==> config.mk <==
export PLATFORM = sky130hd
export DESIGN_NAME = main_control_fsm
export DESIGN_NICKNAME = d
export VERILOG_FILES = /design/src/rtl/main_control_fsm.sv
export SDC_FILE = /design/constraint.sdc
export NUM_CORES = 1
export LEC_CHECK = 0
export CAP_MARGIN = 20
export CORE_MARGIN = 3
export CORE_UTILIZATION = 38
export CTS_CLUSTER_DIAMETER = 150
export CTS_CLUSTER_SIZE = 30
export DETAILED_ROUTE_END_ITERATION = 12
export PLACE_DENSITY = 0.87
export SLEW_MARGIN = 30
export SYNTH_ARGS = -nofsm -noshare
export SYNTH_HDL_FRONTEND = slang
export SYNTH_SLANG_ARGS = --single-unit
==> constraint.sdc <==
create_clock -name CLK -period 1.3 [get_ports CLK]
set_input_delay 0.195 -clock CLK [delete_from_list [all_inputs] [get_ports CLK]]
set_output_delay 0.195 -clock CLK [all_outputs]
set_load 0.005 [all_outputs]
==> src/rtl/main_control_fsm.sv <==
// main_control_fsm: multi-cycle MIPS main control unit driving datapath enables, mux selects and ALUOp.
// Ports:
//   CLK, RST (async active-low)             clock and reset
//   Opcode[5:0], Funct[5:0]                 instruction fields IR[31:26], IR[5:0]
//   Mem_Ready                               memory access completes this cycle
//   PCWrite..Illegal_Op                     single-bit datapath controls
//   RegDst, MemtoReg, ALUSrcB, PCSource     2-bit mux selects
//   ALUOp[2:0]                              operation code for the ALU controller
module main_control_fsm (
  input  logic       CLK,
  input  logic       RST,
  input  logic [5:0] Opcode,
  input  logic [5:0] Funct,
  input  logic       Mem_Ready,
  output logic       PCWrite,
  output logic       PCWriteCond,
  output logic       BranchNE,
  output logic       IorD,
  output logic       MemRead,
  output logic       MemWrite,
  output logic       IRWrite,
  output logic       RegWrite,
  output logic       ALUSrcA,
  output logic       ExtOp,
  output logic       Illegal_Op,
  output logic [1:0] RegDst,
  output logic [1:0] MemtoReg,
  output logic [1:0] ALUSrcB,
  output logic [1:0] PCSource,
  output logic [2:0] ALUOp
);
  typedef enum logic [3:0] {
    INIT, FETCH, DECODE, MEM_ADDR, MEM_READ, MEM_WB, MEM_WRITE, R_EXEC,
    R_WB, BRANCH, JUMP, JAL, JR, I_EXEC, I_WB
  } state_t;
  state_t state_q, state_d, dec_state;
  // Dispatch target from DECODE; FETCH here means the opcode is illegal.
  always_comb begin
    dec_state = FETCH;
    case (Opcode)
      6'b100011, 6'b101011: dec_state = MEM_ADDR;
      6'b000000:            dec_state = (Funct == 6'b001000) ? JR : R_EXEC;
      6'b000100, 6'b000101: dec_state = BRANCH;
      6'b000010:            dec_state = JUMP;
      6'b000011:            dec_state = JAL;
      6'b001000, 6'b001001, 6'b001010,
      6'b001100, 6'b001101, 6'b001110: dec_state = I_EXEC;
      default:              dec_state = FETCH;
    endcase
  end
  always_comb begin
    state_d = state_q;
    case (state_q)
      INIT:      state_d = FETCH;
      FETCH:     state_d = Mem_Ready ? DECODE : FETCH;
      DECODE:    state_d = dec_state;
      MEM_ADDR:  state_d = (Opcode == 6'b100011) ? MEM_READ : MEM_WRITE;
      MEM_READ:  state_d = Mem_Ready ? MEM_WB : MEM_READ;
      MEM_WRITE: state_d = Mem_Ready ? FETCH : MEM_WRITE;
      R_EXEC:    state_d = R_WB;
      I_EXEC:    state_d = I_WB;
      default:   state_d = FETCH;
    endcase
  end
  always_ff @(posedge CLK or negedge RST)
    if (!RST) state_q <= INIT;
    else      state_q <= state_d;
  // Outputs decode from state; FETCH write enables follow Mem_Ready in the same
  // cycle, so they cannot be registered. INIT (held by reset) decodes to all zero.
  always_comb begin
    PCWrite     = 1'b0;
    PCWriteCond = 1'b0;
    BranchNE    = 1'b0;
    IorD        = 1'b0;
    MemRead     = 1'b0;
    MemWrite    = 1'b0;
    IRWrite     = 1'b0;
    RegWrite    = 1'b0;
    ALUSrcA     = 1'b0;
    ExtOp       = 1'b0;
    Illegal_Op  = 1'b0;
    RegDst      = 2'b00;
    MemtoReg    = 2'b00;
    ALUSrcB     = 2'b00;
    PCSource    = 2'b00;
    ALUOp       = 3'b000;
    case (state_q)
      FETCH: begin
        MemRead = 1'b1;
        ALUSrcB = 2'b01;
        IRWrite = Mem_Ready;
        PCWrite = Mem_Ready;
      end
      DECODE: begin
        ALUSrcB    = 2'b11;
        Illegal_Op = (dec_state == FETCH);
      end
      MEM_ADDR: begin
        ALUSrcA = 1'b1;
        ALUSrcB = 2'b10;
      end
      MEM_READ: begin
        MemRead = 1'b1;
        IorD    = 1'b1;
      end
      MEM_WB: begin
        RegWrite = 1'b1;
        MemtoReg = 2'b01;
      end
      MEM_WRITE: begin
        MemWrite = 1'b1;
        IorD     = 1'b1;
      end
      R_EXEC: begin
        ALUSrcA = 1'b1;
        ALUOp   = 3'b010;
      end
      R_WB: begin
        RegWrite = 1'b1;
        RegDst   = 2'b01;
      end
      BRANCH: begin
        ALUSrcA     = 1'b1;
        ALUOp       = 3'b001;
        PCWriteCond = 1'b1;
        PCSource    = 2'b01;
        BranchNE    = (Opcode == 6'b000101);
      end
      JUMP: begin
        PCWrite  = 1'b1;
        PCSource = 2'b10;
      end
      JAL: begin
        PCWrite  = 1'b1;
        PCSource = 2'b10;
        RegWrite = 1'b1;
        RegDst   = 2'b10;
        MemtoReg = 2'b10;
      end
      JR: begin
        PCWrite  = 1'b1;
        PCSource = 2'b11;
      end
      I_EXEC: begin
        ALUSrcA = 1'b1;
        ALUSrcB = 2'b10;
        ALUOp   = (Opcode == 6'b001010) ? 3'b011 :
                  (Opcode == 6'b001100) ? 3'b100 :
                  (Opcode == 6'b001101) ? 3'b101 :
                  (Opcode == 6'b001110) ? 3'b110 : 3'b000;
        ExtOp   = (Opcode == 6'b001100) || (Opcode == 6'b001101) || (Opcode == 6'b001110);
      end
      I_WB: RegWrite = 1'b1;
      default: ;
    endcase
  end
endmodule

==> reports/metrics.yaml, run 1 <==
run_status:
  status: "complete, but fails checks"
  violations: "setup timing"
power_and_ir_drop:
  power.density_nw_per_um2: 1850
  power_leakage_nw: 0.892
  ir_drop_mv: 2.01
synth:
  synth_edf_count: 0
  syn_nets: 135
  synthMostInstantiatedCell: "nor2_1"
  yosys_warnings: 0
  synth_seq_cells: 4
  yosysSeqAreaShare: 0.119
  synth_flop_cell: "dfrtp_1"
  synth.top_cell.area_share: 0.119
  yosys.area.top_type: "dfrtp_1"
  synth_common_cells: "nor2_1, nand2_1, a21oi_1, nor3_1"
  yosys-top-cells-area: "dfrtp_1, nor2_1, nand2_1, nand2b_1, nor2b_1"
  ys_types: 47
  syn_area_sq_um: 843
  syn-instance-count: 120
  avgSynthCellArea_sq_um: 7.03
  async_reset_ff_frac: 1.00
placement:
  place_congestion: 0.891
  placed_area_sq_um: 1410
  hpwl_microns: 2270
  numPortBuffers: 36
setup_path:
  max_stage_delay_ns: 0.41
  critPathMaxFanout: 6
  start_kind: "flop"
  rr_startpoint: "state_q[0]"
  crit_path_top_delay_cell: "dfrtp_1"
  cpLargestDelayFamily: "buffers and inverters"
  worstPathCellList: "buf_8, buf_6, xnor2_4, nor2b_2, o21ai_1, o21ai_1, buf_2"
  ff2ff_path_depth: 7
  worst-setup-path-type: "flop to primary output"
  regToRegSetupSlack_ns: -0.40
  cp.arrival_ns: 1.59
  worstReg2RegEnd: "state_q[0]"
  cp.buffers_inverters: 3
  crit_path_end_kind: "primary output"
  cp_common_cell: "o21ai_1"
  crit_required_ns: 1.11
finish:
  n_fill_cell: 58
  multi_input_area_sq_um: 905
  fin_nets: 228
  area_growth_pct: 126
  top_register: "state_q"
  top_regs: "state_q x4"
  fin_util: 0.942
  antenna_cells: 0
  largest_reg_flops: 4
  regArea_sq_um: 104
  drive_gt1_frac: 0.664
  fin_area_sq_um: 1910
clock_tree:
  clock_latency_ns: 0.24
  cts_sinks: 4
  root_buffer: "clkbuf_4"
  clk_pin_slew_worst_paths_ns: 0.05
  cts_max_level: 1
  cts_tree: "done"
  ctsHoldBuffers: 0
  cts_max_path_buffers: 2
  cts_buffers: 3
sta:
  final_max_slew_viol_count: 0
  tightest_slew_ns: 0.399
  skew_ns: 0.00631
  finalWorstSetupSlack_ns: -0.487
  fin_crit_sh: 1.37
  slew_headroom: 0.734
  hold_viol_final: 0
  finalSetupViolCount: 26
  hold-worst-slack_ns: 0.160
  fin_crit_ns: 1.79
  rsz0062_at_grt: "true"
  clock.fmax_ghz: 0.560
floorplan:
  die_area_sq_um: 2820
  die_y_microns: 53.1
  core_area_sq_um: 2020
  start_util: 0.417
  num_rows: 16
  die_w_microns: 53.1
  ios: 37
route:
  drc_errors: 0
  routed_wl_microns: 5780
  drt_iter0_drc: 109
  route.detailed.wl_per_inst_microns: 24.3
  num_vias: 1502
  routed_via_density: 6.31
  drtAntennaViolNets: 0
  drtPass1Iterations: 4
min_path:
  worst_hold_path_type: "input pin to async pin"
grt:
  grt_usage: 0.335
  grt_pass1_wl_microns: 6930
  grt_pass1_vias: 1395
  grt_overflow: 0
  antenna_found_initial: 0
  grt_max_degree: 11
run:
  cap_violations: 0
routing by layer:
layer	part of all wire	routed length, microns	track usage	vias up
met4	0.067	386	0.145	0
li1	-	-	-	618
met2	0.47	2740	0.591	155
met5	0	0	0	-
met3	0.10	606	0.0282	49
met1	0.35	2050	0.409	680
placed cells by master (no fill, tap or decap), types with 2 or more instances in the layout:
| cell type | instances |
|---|---|
| xnor2_4 | 2 |
| dfrtp_2 | 3 |
| nor3_1 | 3 |
| nand2b_1 | 2 |
| and3_1 | 2 |
| nor2b_1 | 2 |
| and3_4 | 2 |
| nand2_4 | 2 |
| nor3b_2 | 2 |
| nor2_2 | 4 |
| nor2b_2 | 2 |
| inv_1 | 3 |
| clkbuf_4 | 3 |
| a31oi_1 | 3 |
| a21oi_1 | 5 |
| nand2b_4 | 4 |
| nand3_1 | 2 |
| o21ai_1 | 3 |
| nand2_1 | 6 |
| o21a_1 | 2 |
| nor3_2 | 3 |
| nor2_1 | 8 |
| nor2_4 | 6 |
| buf_4 | 39 |
| nand3b_1 | 2 |
| buf_6 | 24 |
| clkdlybuf4s50_1 | 10 |
| buf_2 | 20 |
| dlygate4sd2_1 | 4 |
worst max-delay path by stage:
stage,slack [ns],cells past startpoint,from,to
after floorplan,-0.04,5,state_q[1],ALUOp[1]
after global placement,-0.65,6,Opcode[0],Illegal_Op
after detailed placement,-0.67,5,Opcode[5],ALUOp[1]
after CTS,-0.39,5,state_q[2],PCWrite
after global routing,-0.54,7,state_q[0],RegWrite
final,-0.49,7,state_q[0],RegWrite
power breakdown:
part | switching, mW | internal, mW
logic | 1.48 | 1.60
registers | 0.0866 | 0.180
clock network | 0.0671 | 0.104
total | 1.63 | 1.89
metrics by stage:
| step | worst slack [ns] | setup TNS, ns | instances | total power, mW |
|---|---|---|---|---|
| 3_3_place_gp | -0.646 | -10.78 | 205 | 1.78 |
| 2_1_floorplan | -0.0395 | -0.0395 | 120 | 1.08 |
| 4_1_cts | -0.385 | -5.56 | 229 | 2.77 |
| 5_1_grt | -0.538 | -8.89 | 238 | 3.64 |
| 6_report | -0.487 | -8.24 | 238 | 3.52 |
| 3_5_place_dp | -0.669 | -11.22 | 205 | 1.83 |
area by class of cell:
class | instances | share of cell area
well taps | 27 | 0.0177
flip-flops and latches | 4 | 0.0545
repair buffers | 99 | 0.433
inverters | 4 | 0.00788
multi-input cells | 101 | 0.475
clock buffers | 3 | 0.0118
cell families (layout without fill, tap and decap cells):
kind of cell,count (synthesis),in the layout,share of synthesized area
mux,1,1,0.0134
simple gates,64,64,0.435
compound gates,33,33,0.292
flops,4,4,0.119
buf+inv,15,106,0.110
xor+xnor,3,3,0.0312
what timing repair did:
| item | in CTS | in global routing |
|---|---|---|
| buffers inserted | 22 | 11 |
| gates resized for setup | 152 | 29 |
| gates cloned | 1 | 1 |
| setup endpoints to repair | 26 | 26 |
| pin swaps | 23 | 14 |
(Power assumes the default switching activity.)
==> inputs of run 2 (changes only) <==
- CELL_PAD_IN_SITES_DETAIL_PLACEMENT: default -> 1
- CELL_PAD_IN_SITES_GLOBAL_PLACEMENT: default -> 1
- CORE_UTILIZATION: 38 -> 26
- PLACE_DENSITY: 0.87 -> 0.88
- SLEW_MARGIN: 30 -> 5
==> run 2 against run 1 <==
Net effect: the flow still finishes with violations (setup timing); total power grew 7.0%; count of clock-buffer cells in the layout is the same; sequential share of layout area shrank 0.62 points; wire length grew 11%; register-to-register slack gained 0.02 ns; largest power group unchanged.
==> reports/metrics.yaml, run 2 (synthesis gave the netlist of run 1 again) <==
finish:
  area_growth_pct: 149
  final_common_cell: "buf_4"
  largest_reg_flops: 4  # unchanged
  multi_input_area_sq_um: 1010  # +11%
  n_fill_cell: 344  # +490%
  regArea_sq_um: 101  # -2.4%
  antenna_cells: 0  # unchanged
  fin_util: 0.682  # -0.261
  drive_gt1_frac: 0.667  # +0.00316
  fin_nets: 230  # +0.88%
  top_regs: "state_q x4"
  mostFrequentLayoutCells: "buf_4, buf_6, buf_2"
  top_register: "state_q"
  fin_area_sq_um: 2100  # +10%
  final_cells: 257  # +8.0%
sta:
  hold_viol_final: 0  # unchanged
  finalWorstSetupSlack_ns: -0.522  # -0.0352 ns
  tightest_slew_ns: 0.343  # -0.0558 ns
  finalSetupViolCount: 26  # unchanged
  clock.fmax_ghz: 0.549  # -1.9%
  skew_ns: 0.00827  # +0.00196 ns
  fin_crit_ns: 1.82  # +0.0352 ns
  fin_crit_sh: 1.40  # +0.0271
  rsz0062_at_grt: "true"
  hold-worst-slack_ns: 0.157  # -0.00305 ns
  slew_headroom: 0.771  # +0.0377
  setup_tns_ns: -9.53  # -1.29 ns
  final_max_slew_viol_count: 0  # unchanged
placement:
  numPortBuffers: 36  # unchanged
  placed_area_sq_um: 1450  # +2.6%
  hpwl_microns: 2940  # +30%
  dp_slack_ns: -0.846  # -0.178 ns
  place_congestion: 0.809  # -9.2%
  dp.cells: 224  # +9.3%
setup_path:
  worstPathCellList: "buf_6, xnor2_4, nor2b_1, o21ai_1, o21ai_1, buf_2"
  cpLargestDelayFamily: "flip-flops"
  crit_path_top_delay_cell: "dfrtp_2"
  regToRegSetupSlack_ns: -0.38  # +0.02 ns
  rr_startpoint: "state_q[1]"
  ff2ff_path_depth: 7  # unchanged
  critPathMaxFanout: 5  # -1
  worstReg2RegEnd: "state_q[0]"
  start_kind: "flop"
  max_stage_delay_ns: 0.47  # +0.06 ns
  cp_common_cell: "o21ai_1"
  crit_required_ns: 1.11  # about the same
  crit_path_end_kind: "primary output"
  worst-setup-path-type: "flop to primary output"
  cp.buffers_inverters: 2  # -1
  cp.arrival_ns: 1.63  # +0.04 ns
floorplan:
  start_util: 0.274  # -0.143
  num_rows: 20  # +4
  die_w_microns: 63.0  # +19%
  core_area_sq_um: 3080  # +52%
  ios: 37  # unchanged
  die_y_microns: 63.0  # +19%
  die_area_sq_um: 3960  # +40%
clock_tree:
  clock_latency_ns: 0.26  # +0.02 ns
  clk_pin_slew_worst_paths_ns: 0.04  # about the same
  cts_max_level: 1  # unchanged
  cts_max_path_buffers: 2  # unchanged
  cts_buffers: 3  # unchanged
  root_buffer: "clkbuf_4"
  cts_sinks: 4  # unchanged
  cts_tree: "done"
min_path:
  worst_hold_path_type: "input pin to async pin"
route:
  routed_via_density: 5.66  # -10%
  route.detailed.wl_per_inst_microns: 25.0  # +2.8%
  drtAntennaViolNets: 0  # unchanged
  drtPass1Iterations: 4  # unchanged
  drc_errors: 0  # unchanged
  drt_iter0_drc: 72  # -34%
  num_vias: 1454  # -3.2%
  routed_wl_microns: 6410  # +11%
grt:
  grt_usage: 0.286  # -0.0487
  grt_max_degree: 10  # -1
  grt_overflow: 0  # unchanged
  grt_pass1_vias: 1546  # +11%
  antenna_found_initial: 0  # unchanged
  grt_pass1_wl_microns: 8620  # +24%
run_status:
  violations: "setup timing"
  status: "complete, but fails checks"
run:
  cap_violations: 0  # unchanged
power_and_ir_drop:
  power_leakage_nw: 0.946  # +6.0%
  power.density_nw_per_um2: 1790  # -2.8%
  p_total_mw: 3.77  # +7.0%
  ir_drop_mv: 1.27  # -37%
[run 2: worst max-delay path by stage]
stage	start	endpoint	slack (ns)	cells after the start
final	state_q[2]	RegWrite	-0.52	6
after global routing	state_q[2]	RegWrite	-0.59	6
after CTS	state_q[0]	ALUOp[1]	-0.41	5
after detailed placement	Opcode[0]	Illegal_Op	-0.85	6
after global placement	Opcode[5]	ALUOp[1]	-0.70	5
after floorplan	state_q[1]	ALUOp[1]	-0.04	5
[run 2: final cells by class]
class | instances | share of cell area
Multi-Input combinational cell | 101 | 0.479
Timing Repair Buffer | 101 | 0.428
Sequential cell | 4 | 0.0483
Tap cell | 44 | 0.0262
Clock buffer | 3 | 0.0107
Inverter | 4 | 0.00716
[run 2: report_power, final]
| group | internal [mW] | switching [mW] | total, mW |
|---|---|---|---|
| combinational | 1.74 | 1.60 | 3.33 |
| sequential | 0.176 | 0.0830 | 0.259 |
| clock | 0.105 | 0.0696 | 0.174 |
| total | 2.02 | 1.75 | 3.77 |
[run 2: metal layers]
| layer | wire length (microns) | global-route usage |
|---|---|---|
| met3 | 411 | 0.0558 |
| met2 | 3210 | 0.535 |
| met4 | 298 | 0.0992 |
| met5 | 0 | 0 |
| met1 | 2490 | 0.317 |
[run 2: timing repair]
action / in CTS / in global routing
resized for setup: 173 / 38
hold buffers: 0 / 0
setup buffers: 26 / 11
endpoints found under the setup margin: 26 / 26
pin swaps: 23 / 13
